<file path="src/rtl/stream_feeder_pkg.sv">
// stream_feeder_pkg: shared state encodings and sizing constants for the
// stream feeder and its word buffer.
package stream_feeder_pkg;

  typedef enum logic [1:0] {
    FEED_IDLE  = 2'd0,
    FEED_RUN   = 2'd1,
    FEED_FLUSH = 2'd2
  } feed_state_e;

  localparam int BYTES_PER_WORD = 8;
  localparam int BUF_DEPTH      = 2;

endpackage

</file>
<file path="src/rtl/stream_feeder_word_buf.sv">
// feeder_word_buf: two-entry 64-bit FIFO holding fetched words until the
// serializer has emitted them. Head is visible combinationally so the
// serializer can pick a byte in the same cycle it decides to emit.
module feeder_word_buf
  import stream_feeder_pkg::*;
(
  input  logic        clk,
  input  logic        rst,
  input  logic        clear,
  input  logic        wr_en,
  input  logic [63:0] wr_data,
  input  logic        rd_en,
  output logic [1:0]  count,
  output logic [63:0] head
);

  logic [63:0] mem_q [BUF_DEPTH];
  logic        wr_ptr_q, wr_ptr_d;
  logic        rd_ptr_q, rd_ptr_d;
  logic [1:0]  count_q, count_d;
  logic        do_wr, do_rd;

  // A write into a full buffer is dropped; a read of an empty one is ignored.
  assign do_wr = wr_en && (count_q != 2'(BUF_DEPTH));
  assign do_rd = rd_en && (count_q != 2'd0);

  // Pointer and occupancy update; clear empties the buffer outright.
  always_comb begin
    wr_ptr_d = wr_ptr_q;
    rd_ptr_d = rd_ptr_q;
    count_d  = count_q;
    if (clear) begin
      wr_ptr_d = 1'b0;
      rd_ptr_d = 1'b0;
      count_d  = 2'd0;
    end else begin
      if (do_wr) wr_ptr_d = ~wr_ptr_q;
      if (do_rd) rd_ptr_d = ~rd_ptr_q;
      count_d = count_q + 2'(do_wr) - 2'(do_rd);
    end
  end

  // Control registers with synchronous active-low reset.
  always_ff @(posedge clk) begin
    if (!rst) begin
      wr_ptr_q <= 1'b0;
      rd_ptr_q <= 1'b0;
      count_q  <= 2'd0;
    end else begin
      wr_ptr_q <= wr_ptr_d;
      rd_ptr_q <= rd_ptr_d;
      count_q  <= count_d;
    end
  end

  // Data storage; contents are meaningless while count is zero, so no reset.
  always_ff @(posedge clk) begin
    if (!clear && do_wr) mem_q[wr_ptr_q] <= wr_data;
  end

  assign count = count_q;
  assign head  = mem_q[rd_ptr_q];

endmodule

</file>
<file path="src/rtl/stream_feeder.sv">
// stream_feeder: fetches 64-bit words from a memory read port and serializes
// them LSB-byte-first onto stream_data/stream_valid, throttled by busy.
// Define STREAM_FEEDER_LOOP_EN to add looping playback (loop / loop_count).
module stream_feeder
  import stream_feeder_pkg::*;
#(
  parameter int ADDR_W = 22,
  parameter int LEN_W  = 32
) (
  input  logic              clk,
  input  logic              rst,
  input  logic              start,
  input  logic              abort,
  input  logic [ADDR_W-1:0] base_addr,
  input  logic [LEN_W-1:0]  length,
`ifdef STREAM_FEEDER_LOOP_EN
  input  logic              loop,
  output logic [15:0]       loop_count,
`endif
  input  logic              busy,
  output logic [7:0]        stream_data,
  output logic              stream_valid,
  output logic              mem_rd_req,
  output logic [ADDR_W-1:0] mem_rd_addr,
  input  logic              mem_rd_ack,
  input  logic [63:0]       mem_rd_dta,
  input  logic              mem_rd_dvalid,
  output logic              feeding,
  output logic              done,
  output logic [LEN_W-1:0]  byte_count
);

  localparam int IDX_SHIFT = $clog2(BYTES_PER_WORD);

  feed_state_e       state_q, state_d;
  logic [ADDR_W-1:0] addr_q, addr_d;
  logic [LEN_W-1:0]  rem_bytes_q, rem_bytes_d;
  logic [LEN_W-1:0]  words_left_q, words_left_d;
  logic [LEN_W-1:0]  byte_count_q, byte_count_d;
  logic              outstanding_q, outstanding_d;
  logic [2:0]        idx_q, idx_d;
  logic [7:0]        stream_data_q, stream_data_d;
  logic              stream_valid_q, stream_valid_d;
  logic              done_q, done_d;
  logic              done_pend_q, done_pend_d;
`ifdef STREAM_FEEDER_LOOP_EN
  logic [ADDR_W-1:0] base_q, base_d;
  logic [LEN_W-1:0]  len_q, len_d;
  logic              loop_q, loop_d;
  logic [15:0]       loop_count_q, loop_count_d;
`endif

  logic [1:0]  buf_count;
  logic [63:0] buf_head;
  logic        buf_wr, buf_rd, buf_clear;
  logic        req, req_fire, emit, last_byte;

  // Number of 64-bit words needed to cover n bytes (rounded up).
  function automatic logic [LEN_W-1:0] words_for(input logic [LEN_W-1:0] n);
    return (n >> IDX_SHIFT) + LEN_W'(|n[IDX_SHIFT-1:0]);
  endfunction

  // Only one read may be in flight, and only when the buffer has room for it.
  assign req       = (state_q == FEED_RUN) && (words_left_q != '0) && !outstanding_q &&
                     ((buf_count + 2'(outstanding_q)) < 2'(BUF_DEPTH));
  assign req_fire  = req && mem_rd_ack;
  assign emit      = (state_q == FEED_RUN) && !busy && (buf_count != 2'd0) && !abort;
  assign last_byte = (rem_bytes_q == LEN_W'(1));
  assign buf_rd    = emit && ((idx_q == 3'(BYTES_PER_WORD - 1)) || last_byte);
  assign buf_wr    = mem_rd_dvalid && outstanding_q && (state_q == FEED_RUN);
  assign buf_clear = ((state_q == FEED_RUN) && abort) || ((state_q == FEED_IDLE) && start);

  feeder_word_buf u_buf (
    .clk     (clk),
    .rst     (rst),
    .clear   (buf_clear),
    .wr_en   (buf_wr),
    .wr_data (mem_rd_dta),
    .rd_en   (buf_rd),
    .count   (buf_count),
    .head    (buf_head)
  );

  // Next-state, request credit and serializer.
  always_comb begin
    state_d        = state_q;
    addr_d         = addr_q;
    rem_bytes_d    = rem_bytes_q;
    words_left_d   = words_left_q;
    byte_count_d   = byte_count_q;
    outstanding_d  = outstanding_q;
    idx_d          = idx_q;
    stream_data_d  = 8'd0;
    stream_valid_d = 1'b0;
    done_d         = done_pend_q;
    done_pend_d    = 1'b0;
`ifdef STREAM_FEEDER_LOOP_EN
    base_d         = base_q;
    len_d          = len_q;
    loop_d         = loop_q;
    loop_count_d   = loop_count_q;
`endif

    // Returned data retires the read; a new acked request opens one.
    if (mem_rd_dvalid && outstanding_q) outstanding_d = 1'b0;
    if (req_fire) begin
      outstanding_d = 1'b1;
      addr_d        = addr_q + ADDR_W'(1);
      words_left_d  = words_left_q - LEN_W'(1);
    end

    case (state_q)
      FEED_IDLE: begin
        if (start) begin
          addr_d       = base_addr;
          rem_bytes_d  = length;
          words_left_d = words_for(length);
          byte_count_d = '0;
          idx_d        = 3'd0;
`ifdef STREAM_FEEDER_LOOP_EN
          base_d       = base_addr;
          len_d        = length;
          loop_d       = loop;
          loop_count_d = 16'd0;
`endif
          if (length == '0) done_d = 1'b1;
          else              state_d = FEED_RUN;
        end
      end

      FEED_RUN: begin
        if (abort) begin
          // A read accepted in this very cycle still has to be drained.
          state_d = outstanding_d ? FEED_FLUSH : FEED_IDLE;
          idx_d   = 3'd0;
        end else if (emit) begin
          stream_data_d  = buf_head[{idx_q, 3'b000} +: 8];
          stream_valid_d = 1'b1;
          byte_count_d   = byte_count_q + LEN_W'(1);
          rem_bytes_d    = rem_bytes_q - LEN_W'(1);
          idx_d          = buf_rd ? 3'd0 : idx_q + 3'd1;
          if (last_byte) begin
`ifdef STREAM_FEEDER_LOOP_EN
            if (loop_q) begin
              // All words were fetched before the last byte, so nothing is in flight.
              rem_bytes_d  = len_q;
              words_left_d = words_for(len_q);
              addr_d       = base_q;
              loop_count_d = loop_count_q + 16'd1;
            end else begin
              state_d     = FEED_IDLE;
              done_pend_d = 1'b1;
            end
`else
            state_d     = FEED_IDLE;
            done_pend_d = 1'b1;
`endif
          end
        end
      end

      FEED_FLUSH: begin
        if (!outstanding_d) state_d = FEED_IDLE;
      end

      default: state_d = FEED_IDLE;
    endcase
  end

  // State registers with synchronous active-low reset.
  always_ff @(posedge clk) begin
    if (!rst) begin
      state_q        <= FEED_IDLE;
      addr_q         <= '0;
      rem_bytes_q    <= '0;
      words_left_q   <= '0;
      byte_count_q   <= '0;
      outstanding_q  <= 1'b0;
      idx_q          <= 3'd0;
      stream_data_q  <= 8'd0;
      stream_valid_q <= 1'b0;
      done_q         <= 1'b0;
      done_pend_q    <= 1'b0;
`ifdef STREAM_FEEDER_LOOP_EN
      base_q         <= '0;
      len_q          <= '0;
      loop_q         <= 1'b0;
      loop_count_q   <= 16'd0;
`endif
    end else begin
      state_q        <= state_d;
      addr_q         <= addr_d;
      rem_bytes_q    <= rem_bytes_d;
      words_left_q   <= words_left_d;
      byte_count_q   <= byte_count_d;
      outstanding_q  <= outstanding_d;
      idx_q          <= idx_d;
      stream_data_q  <= stream_data_d;
      stream_valid_q <= stream_valid_d;
      done_q         <= done_d;
      done_pend_q    <= done_pend_d;
`ifdef STREAM_FEEDER_LOOP_EN
      base_q         <= base_d;
      len_q          <= len_d;
      loop_q         <= loop_d;
      loop_count_q   <= loop_count_d;
`endif
    end
  end

  assign stream_data  = stream_data_q;
  assign stream_valid = stream_valid_q;
  assign mem_rd_req   = req;
  assign mem_rd_addr  = addr_q;
  assign feeding      = (state_q != FEED_IDLE);
  assign done         = done_q;
  assign byte_count   = byte_count_q;
`ifdef STREAM_FEEDER_LOOP_EN
  assign loop_count   = loop_count_q;
`endif

endmodule

</file>
<file path="config.mk">
export PLATFORM = sky130hd
export DESIGN_NAME = stream_feeder
export DESIGN_NICKNAME = d
export VERILOG_FILES = /design/src/rtl/stream_feeder_pkg.sv /design/src/rtl/stream_feeder_word_buf.sv /design/src/rtl/stream_feeder.sv
export SDC_FILE = /design/constraint.sdc
export NUM_CORES = 1
export LEC_CHECK = 0
export ABC_AREA = 1
export BUFFER_PORTS_ARGS = -buffer_cell sky130_fd_sc_hd__buf_2
export CAP_MARGIN = 30
export CELL_PAD_IN_SITES_DETAIL_PLACEMENT = 0
export CELL_PAD_IN_SITES_GLOBAL_PLACEMENT = 2
export CORE_MARGIN = 4
export CORE_UTILIZATION = 30
export DETAILED_ROUTE_END_ITERATION = 12
export GPL_ROUTABILITY_DRIVEN = 0
export PLACE_DENSITY_LB_ADDON = 0.08
export RECOVER_POWER = 100
export SLEW_MARGIN = 25
export SYNTH_ARGS = -nofsm -noshare
export SYNTH_HDL_FRONTEND = slang
export SYNTH_SLANG_ARGS = --single-unit
export TNS_END_PERCENT = 10
</file>
<file path="constraint.sdc">
create_clock -name clk -period 6.6 [get_ports clk]
set_clock_uncertainty 0.1 [all_clocks]
set_input_delay 1.32 -clock clk [delete_from_list [all_inputs] [get_ports clk]]
set_output_delay 1.32 -clock clk [all_outputs]
set_load 0.005 [all_outputs]
</file>
# Word level (Yosys, flattened, before mapping)
# Memory sizes are Yosys's and may differ from the RTL's. A register that Yosys moved wholly into a read port is not among the register bits.
# Index checks and enable logic that the tools add are counted.
[op_classes] eq_ne=12 n_reduce_logical=34 bitwise=5 n_lt_le_gt_ge=1 muxes=38 n_shift=1 add_sub_neg=9
[ops] operator="$mux 32" n=9
[ops] operator="$pmux 32 s2" n=2
[ops] operator="$mux 22" n=3
[ops] operator="$shiftx 64x7->8" n=1
[ops] operator="$sub 32x1->32 const B" n=2
[ops] operator="$add 32x1->32 const B" n=1
[ops] operator="$eq 32x1->1 const B" n=1
[ops] operator="$logic_not 32->1" n=1
[ops] operator="$reduce_bool 32->1" n=1
[ops] operator="$add 29x1->30" n=1
[ops] operator="$add 22x1->22 const B" n=1
[ops] operator="$logic_and 1x1->1" n=15
[ops] operator="$mux 2" n=7
[ops] operator="$mux 3" n=4
[ops] operator="$ne 2x2->1 const B" n=6
[ops] operator="$mux 1" n=11
[ops] operator="$ne 3x3->1 const B" n=2
[ops] operator="$pmux 2 s3" n=1
[ops] operator="$pmux 3 s2" n=1
[ops] operator="$reduce_bool 2->1" n=3
[ops] operator="$reduce_or 3->1" n=2
[ops] operator="$not 1->1" n=5
[ops] operator="$reduce_and 5->1" n=1
[ops] operator="$add 2x1->2" n=2
[ops] operator="other kinds (13)" n=17
[totals] regBits=139 input_bits=125 n_memories=1 elab_cells=115 output_inout_bits=66 ramBits=128
[memory_table] memory="u_buf.mem_q" depth=2 word_bits=64 rd=1 rd_ports_with_merged_regs=1 write_ports=1 line_no="stream_feeder_word_buf.sv:17" source="logic [63:0] mem_q [BUF_DEPTH];"

# Longest topological paths before layout
[depth] word_depth=9 depth_mapped=14 ltp_nobuf=14

# Cells and area by module
# From an unflattened synthesis, not the netlist that was laid out.
[hier_totals] hier_cells=1883 hier_area_um2=14901.8
[modules_own_cells] module="stream_feeder" instances=1 cells_each=1646 area_each_um2=9728.1
[modules_own_cells] module="feeder_word_buf" instances=1 cells_each=237 area_each_um2=5173.7

# Worst setup path before layout
# No wires, ideal clock.
[synth_path] path_kind="input to register" start="input start" end="memory u_buf.mem_q[0][0], enable pin" cell_stages=4 t_arrival_ns=6.196 path_buffers=1 setup_ns=0.565 path_slack_ns=-0.261 path_cell_list="nand2_1 > clkbuf_1 > nand2_1 > nor3_1"
[synth_between] elab_chain_cells=6
[synth_rtl] item="start: declaration" line_no="stream_feeder.sv:12" source="input logic start,"
[synth_rtl] item="$logic_and 1x1->1" line_no="stream_feeder.sv:71" source="assign buf_clear = ((state_q == FEED_RUN) && abort) || ((state_q == FEED_IDLE) && start);"
[synth_rtl] item="$logic_or 1x1->1" line_no="stream_feeder.sv:71"
[synth_rtl] item="$logic_not 1->1" line_no="stream_feeder_word_buf.sv:58" source="if (!clear && do_wr) mem_q[wr_ptr_q] <= wr_data;"
[synth_rtl] item="$logic_and 1x1->1" line_no="stream_feeder_word_buf.sv:58"
[synth_rtl] item="$mux 1" line_no="stream_feeder_word_buf.sv:58"
[synth_rtl] item="$mux 1 (implied by the code)" line_no="stream_feeder_word_buf.sv:58"
[synth_rtl] item="end: declaration" line_no="stream_feeder_word_buf.sv:17"
# No other way between the ends.

# Worst setup path after layout
[layout_path] start="register state_q[1]" end="output mem_rd_req"
[layout_between] elab_chain_cells=4
[layout_rtl] item="start: declaration" line_no="stream_feeder.sv:35" source="feed_state_e state_q, state_d;"
[layout_rtl] item="start signal: assignment" line_no="stream_feeder.sv:191" source="state_q <= state_d;"
[layout_rtl] item="$eq 2x1->1" line_no="stream_feeder.sv:64" source="assign req = (state_q == FEED_RUN) && (words_left_q != '0) && !outstanding_q &&"
[layout_rtl] item="$logic_and 1x1->1 (3 in series)" line_no="stream_feeder.sv:64"
[layout_rtl] item="end: declaration" line_no="stream_feeder.sv:23" source="output logic mem_rd_req,"
# No other way between the ends.

==> results.toml <==
[synthesis]
synth-simple-area-share_pct = 31.15
yosysWarnings = 0
avgSynthCellArea_um2 = 7.329
ys_async_sr_fraction_pct = 0
synthCells = 2003
synth_compound_area_share_pct = 11.51
synth_edf_count = 128
synthXorXnorAreaFrac_pct = 3.520
ys_ff_latch = 268
synthFlopType = "dfxtp_1"
synth_top_family_by_area = "simple AND/OR/NAND/NOR gates"
netlist_area_um2 = 14680
synthAdderAreaFrac_pct = 0.9376
ys_seq_area_share_pct = 45.28
synth_nets = 2139
synth_mux_area_share_pct = 0
synth_cell_types = 48

[sta]
finalCritPeriodShare_pct = 74.66
rsz0062_at_grt = "false"
relSlewSlack_pct = -58.42
fmax_mhz = 202.9
maxSlewViolCount = 392
worstMarginPinSlew_ns = 2.376
report.final.setup_viol = 0
timing.final.hold_violations = 0
postLayoutSetupSlackWorst_ns = 1.672
min_period_ns = 4.928

[layout]
fillerInstances = 5227
nNetsFinal = 2302
syn_to_final_growth_pct = 16.59
drive_gt1_share_pct = 9.543
multiInputGateArea_um2 = 6892
regArea_um2 = 6648

[pwr]
vdd_drop_max_uv = 223.7
p_int_mw = 3.219
finalPower_mw = 4.756
p_per_area_nw_per_um2 = 277.9
leakagePower_nw = 6.806
power_frac_seq_pct = 40.7
clockPowerShare_pct = 38.8
power.share.combinational_pct = 20.5
switching_share_pct = 32.31
power.switching_mw = 1.536

[clock_network]
numCtsBuffers = 34
postCtsSetupBuffers = 0
cts_hold_buf = 0
clk_latency_ns = 0.55
cts_max_path_buffers = 3
tritoncts = "yes"
postCtsResizedCells = 0
htreeDepth = 2
path_clk_slew_ns = 0.06
clock-root-buffer = "clkbuf_16"
clock_sinks = 268

[worst_hold_path]
holdCritPathClass = "reg2reg"

[detailed_routing]
wl_met3_um = 2332
drt-pass1-iter-count = 5
wl_per_cell_um = 18.20
wl_met2_um = 24550
initialDrtViolationCount = 754
vias_per_cell = 4.843
postRouteAntennaNets = 0
drc = 0
routed.top_layer = "met5"
wirelength_met1_um = 23260
via_count = 13590
drt_wl_total_um = 51090

[global_routing]
grt_overflow = 0
antenna_found_initial = 11
grt_first_pass_wirelength_um = 78760
track_usage_pct = 18.98
grt_pass1_vias = 13430
grt_max_degree = 66

[worst_setup_path]
crit_slowest_cell = "inv_1"
cp.required_ns = 5.18
cp_top_family = "buffers and inverters"
end_kind = "output port"
cp_max_fo = 44
max_stage_delay_ns = 1.23
crit_arrival_ns = 3.51
startpoint_type = "register"
path_class = "reg2out"
cpMostUsedCell = "inv_1"
crit_chain = "inv_1 -> nand2_2 -> buf_4 -> inv_1 -> nand3_1 -> nor2_1 -> clkbuf_1"
critPathBufInv = 4

[placed_design]
place.detailed.hpwl_um = 36890
io_buffers = 190
dp_slack_ns = 2.616

[floorplan]
die_w_um = 229.2
io_pins = 191
start_util_pct = 30.55
die_area_um2 = 52530
die_y_um = 229.2
core_um2 = 48050
rows = 80

[status]
violations = "max-capacitance violations, max-slew violations"
outcome = "complete, but fails checks"

[job]
drv_cap = 8
## cell usage in the layout (no fill, tap or decap), types with 7 or more instances in the layout
cell,Yosys,final
o22ai_1,24,24
a31oi_1,13,13
clkbuf_1,45,85
nor3_1,45,46
nand3_1,138,139
o21ai_1,27,14
nand2_2,7,7
ha_1,11,11
inv_1,192,196
nand2_1,474,474
clkbuf_16,0,34
xnor2_1,26,26
buf_2,17,110
nor2_1,327,329
a21oi_1,89,90
edfxtp_1,128,128
clkinv_1,2,7
o21ai_0,116,129
o211ai_1,18,18
dfxtp_1,140,139
or2_2,8,8
xor2_1,33,33
nand4_1,47,47
## state kept, by name, summed over array words and instances (netlist names), 2 cells and up, named ones only
register      flops
idx_q             3
byte_count       32
u_buf.mem_q     128
state_q           2
words_left_q     32
mem_rd_addr      22
stream_data       8
u_buf.count       2
rem_bytes_q      32
## layer usage
layer	global-route usage [%]	vias to the layer above
met2	32.86	253
li1	-	6960
met4	4.317	18
met3	3.864	64
met5	0	-
met1	24.44	6299
## final cells by class
class                      instances  share of cell area (%)
sequential                       268                   38.84
tap                              615                   4.496
clock buffer                      39                   5.140
antenna                            2                 0.02924
clock inverter                    21                   1.265
timing repair buffer             202                   5.447
multi-input combinational       1455                   40.27
inverter                         205                   4.511
## metrics by stage
step           setup TNS (ns)  instances  hold slack [ns]  utilization (%)  instance area, µm²
5_1_grt                     0       2805           0.4024            35.61               17110
6_report                    0       2807           0.3645            35.62               17110
4_1_cts                     0       2805           0.3667            35.93               17260
2_1_floorplan          -33.38       2003           0.3130                -               14680
3_3_place_gp                0       2744           0.3565            33.61               16150
3_5_place_dp                0       2745           0.3574            33.65               16170
## power groups by stage
stage	Combinational, mW	Clock (mW)	Sequential (mW)
finish	0.976	1.85	1.93
global route	1.12	1.97	1.95
CTS	1.00	1.92	1.93
detailed placement	0.996	0	1.97
global placement	0.995	0	1.97
floorplan	0.688	0	1.94
## logic make-up after synthesis
| logic type | count (synthesis) |
|---|---|
| compound gates | 307 |
| xor+xnor | 59 |
| fa+ha+maj | 11 |
| buf+inv | 280 |
| flops | 268 |
| simple gates | 1078 |
## cells in the mapped netlist, types with 13 or more instances
master	count	area (µm²)
dfxtp_1	140	2803
edfxtp_1	128	3844
nor3_1	45	225.2
clkbuf_1	45	168.9
o22ai_1	24	150.1
o21ai_0	116	580.6
nand4_1	47	294.0
nor2_1	327	1227
a21oi_1	89	445.4
xor2_1	33	289.0
inv_1	192	720.7
xnor2_1	26	227.7
o21ai_1	27	135.1
o211ai_1	18	135.1
a31oi_1	13	81.33
nand3_1	138	690.7
nand2_1	474	1779
buf_2	17	85.08
## worst reg2reg max path, stage by stage (launching register included)
cell      delay, ns
dfxtp_1        0.35
inv_1          0.08
nand2_2        0.06
buf_4          0.38
nor3_1         0.13
nand2_1        0.15
nand2_1        0.11
nand2_2        0.06
clkbuf_1       1.00
clkbuf_1       1.48
a21oi_1        0.32
o21ai_1        0.20
a21oi_1        0.08
## path summary, 6_finish.rpt
| kind | startpoint | endpoint | slack, ns | depth (start not counted) |
|---|---|---|---|---|
| hold reg to reg | rem_bytes_q[31] | rem_bytes_q[31] | 0.36 | 2 |
| hold / removal | rem_bytes_q[31] | rem_bytes_q[31] | 0.36 | 2 |
| setup / recovery | state_q[1] | mem_rd_req | 1.67 | 7 |
| setup reg to reg | state_q[1] | rem_bytes_q[29] | 1.88 | 12 |
Power figures use the tool's default switching activity.
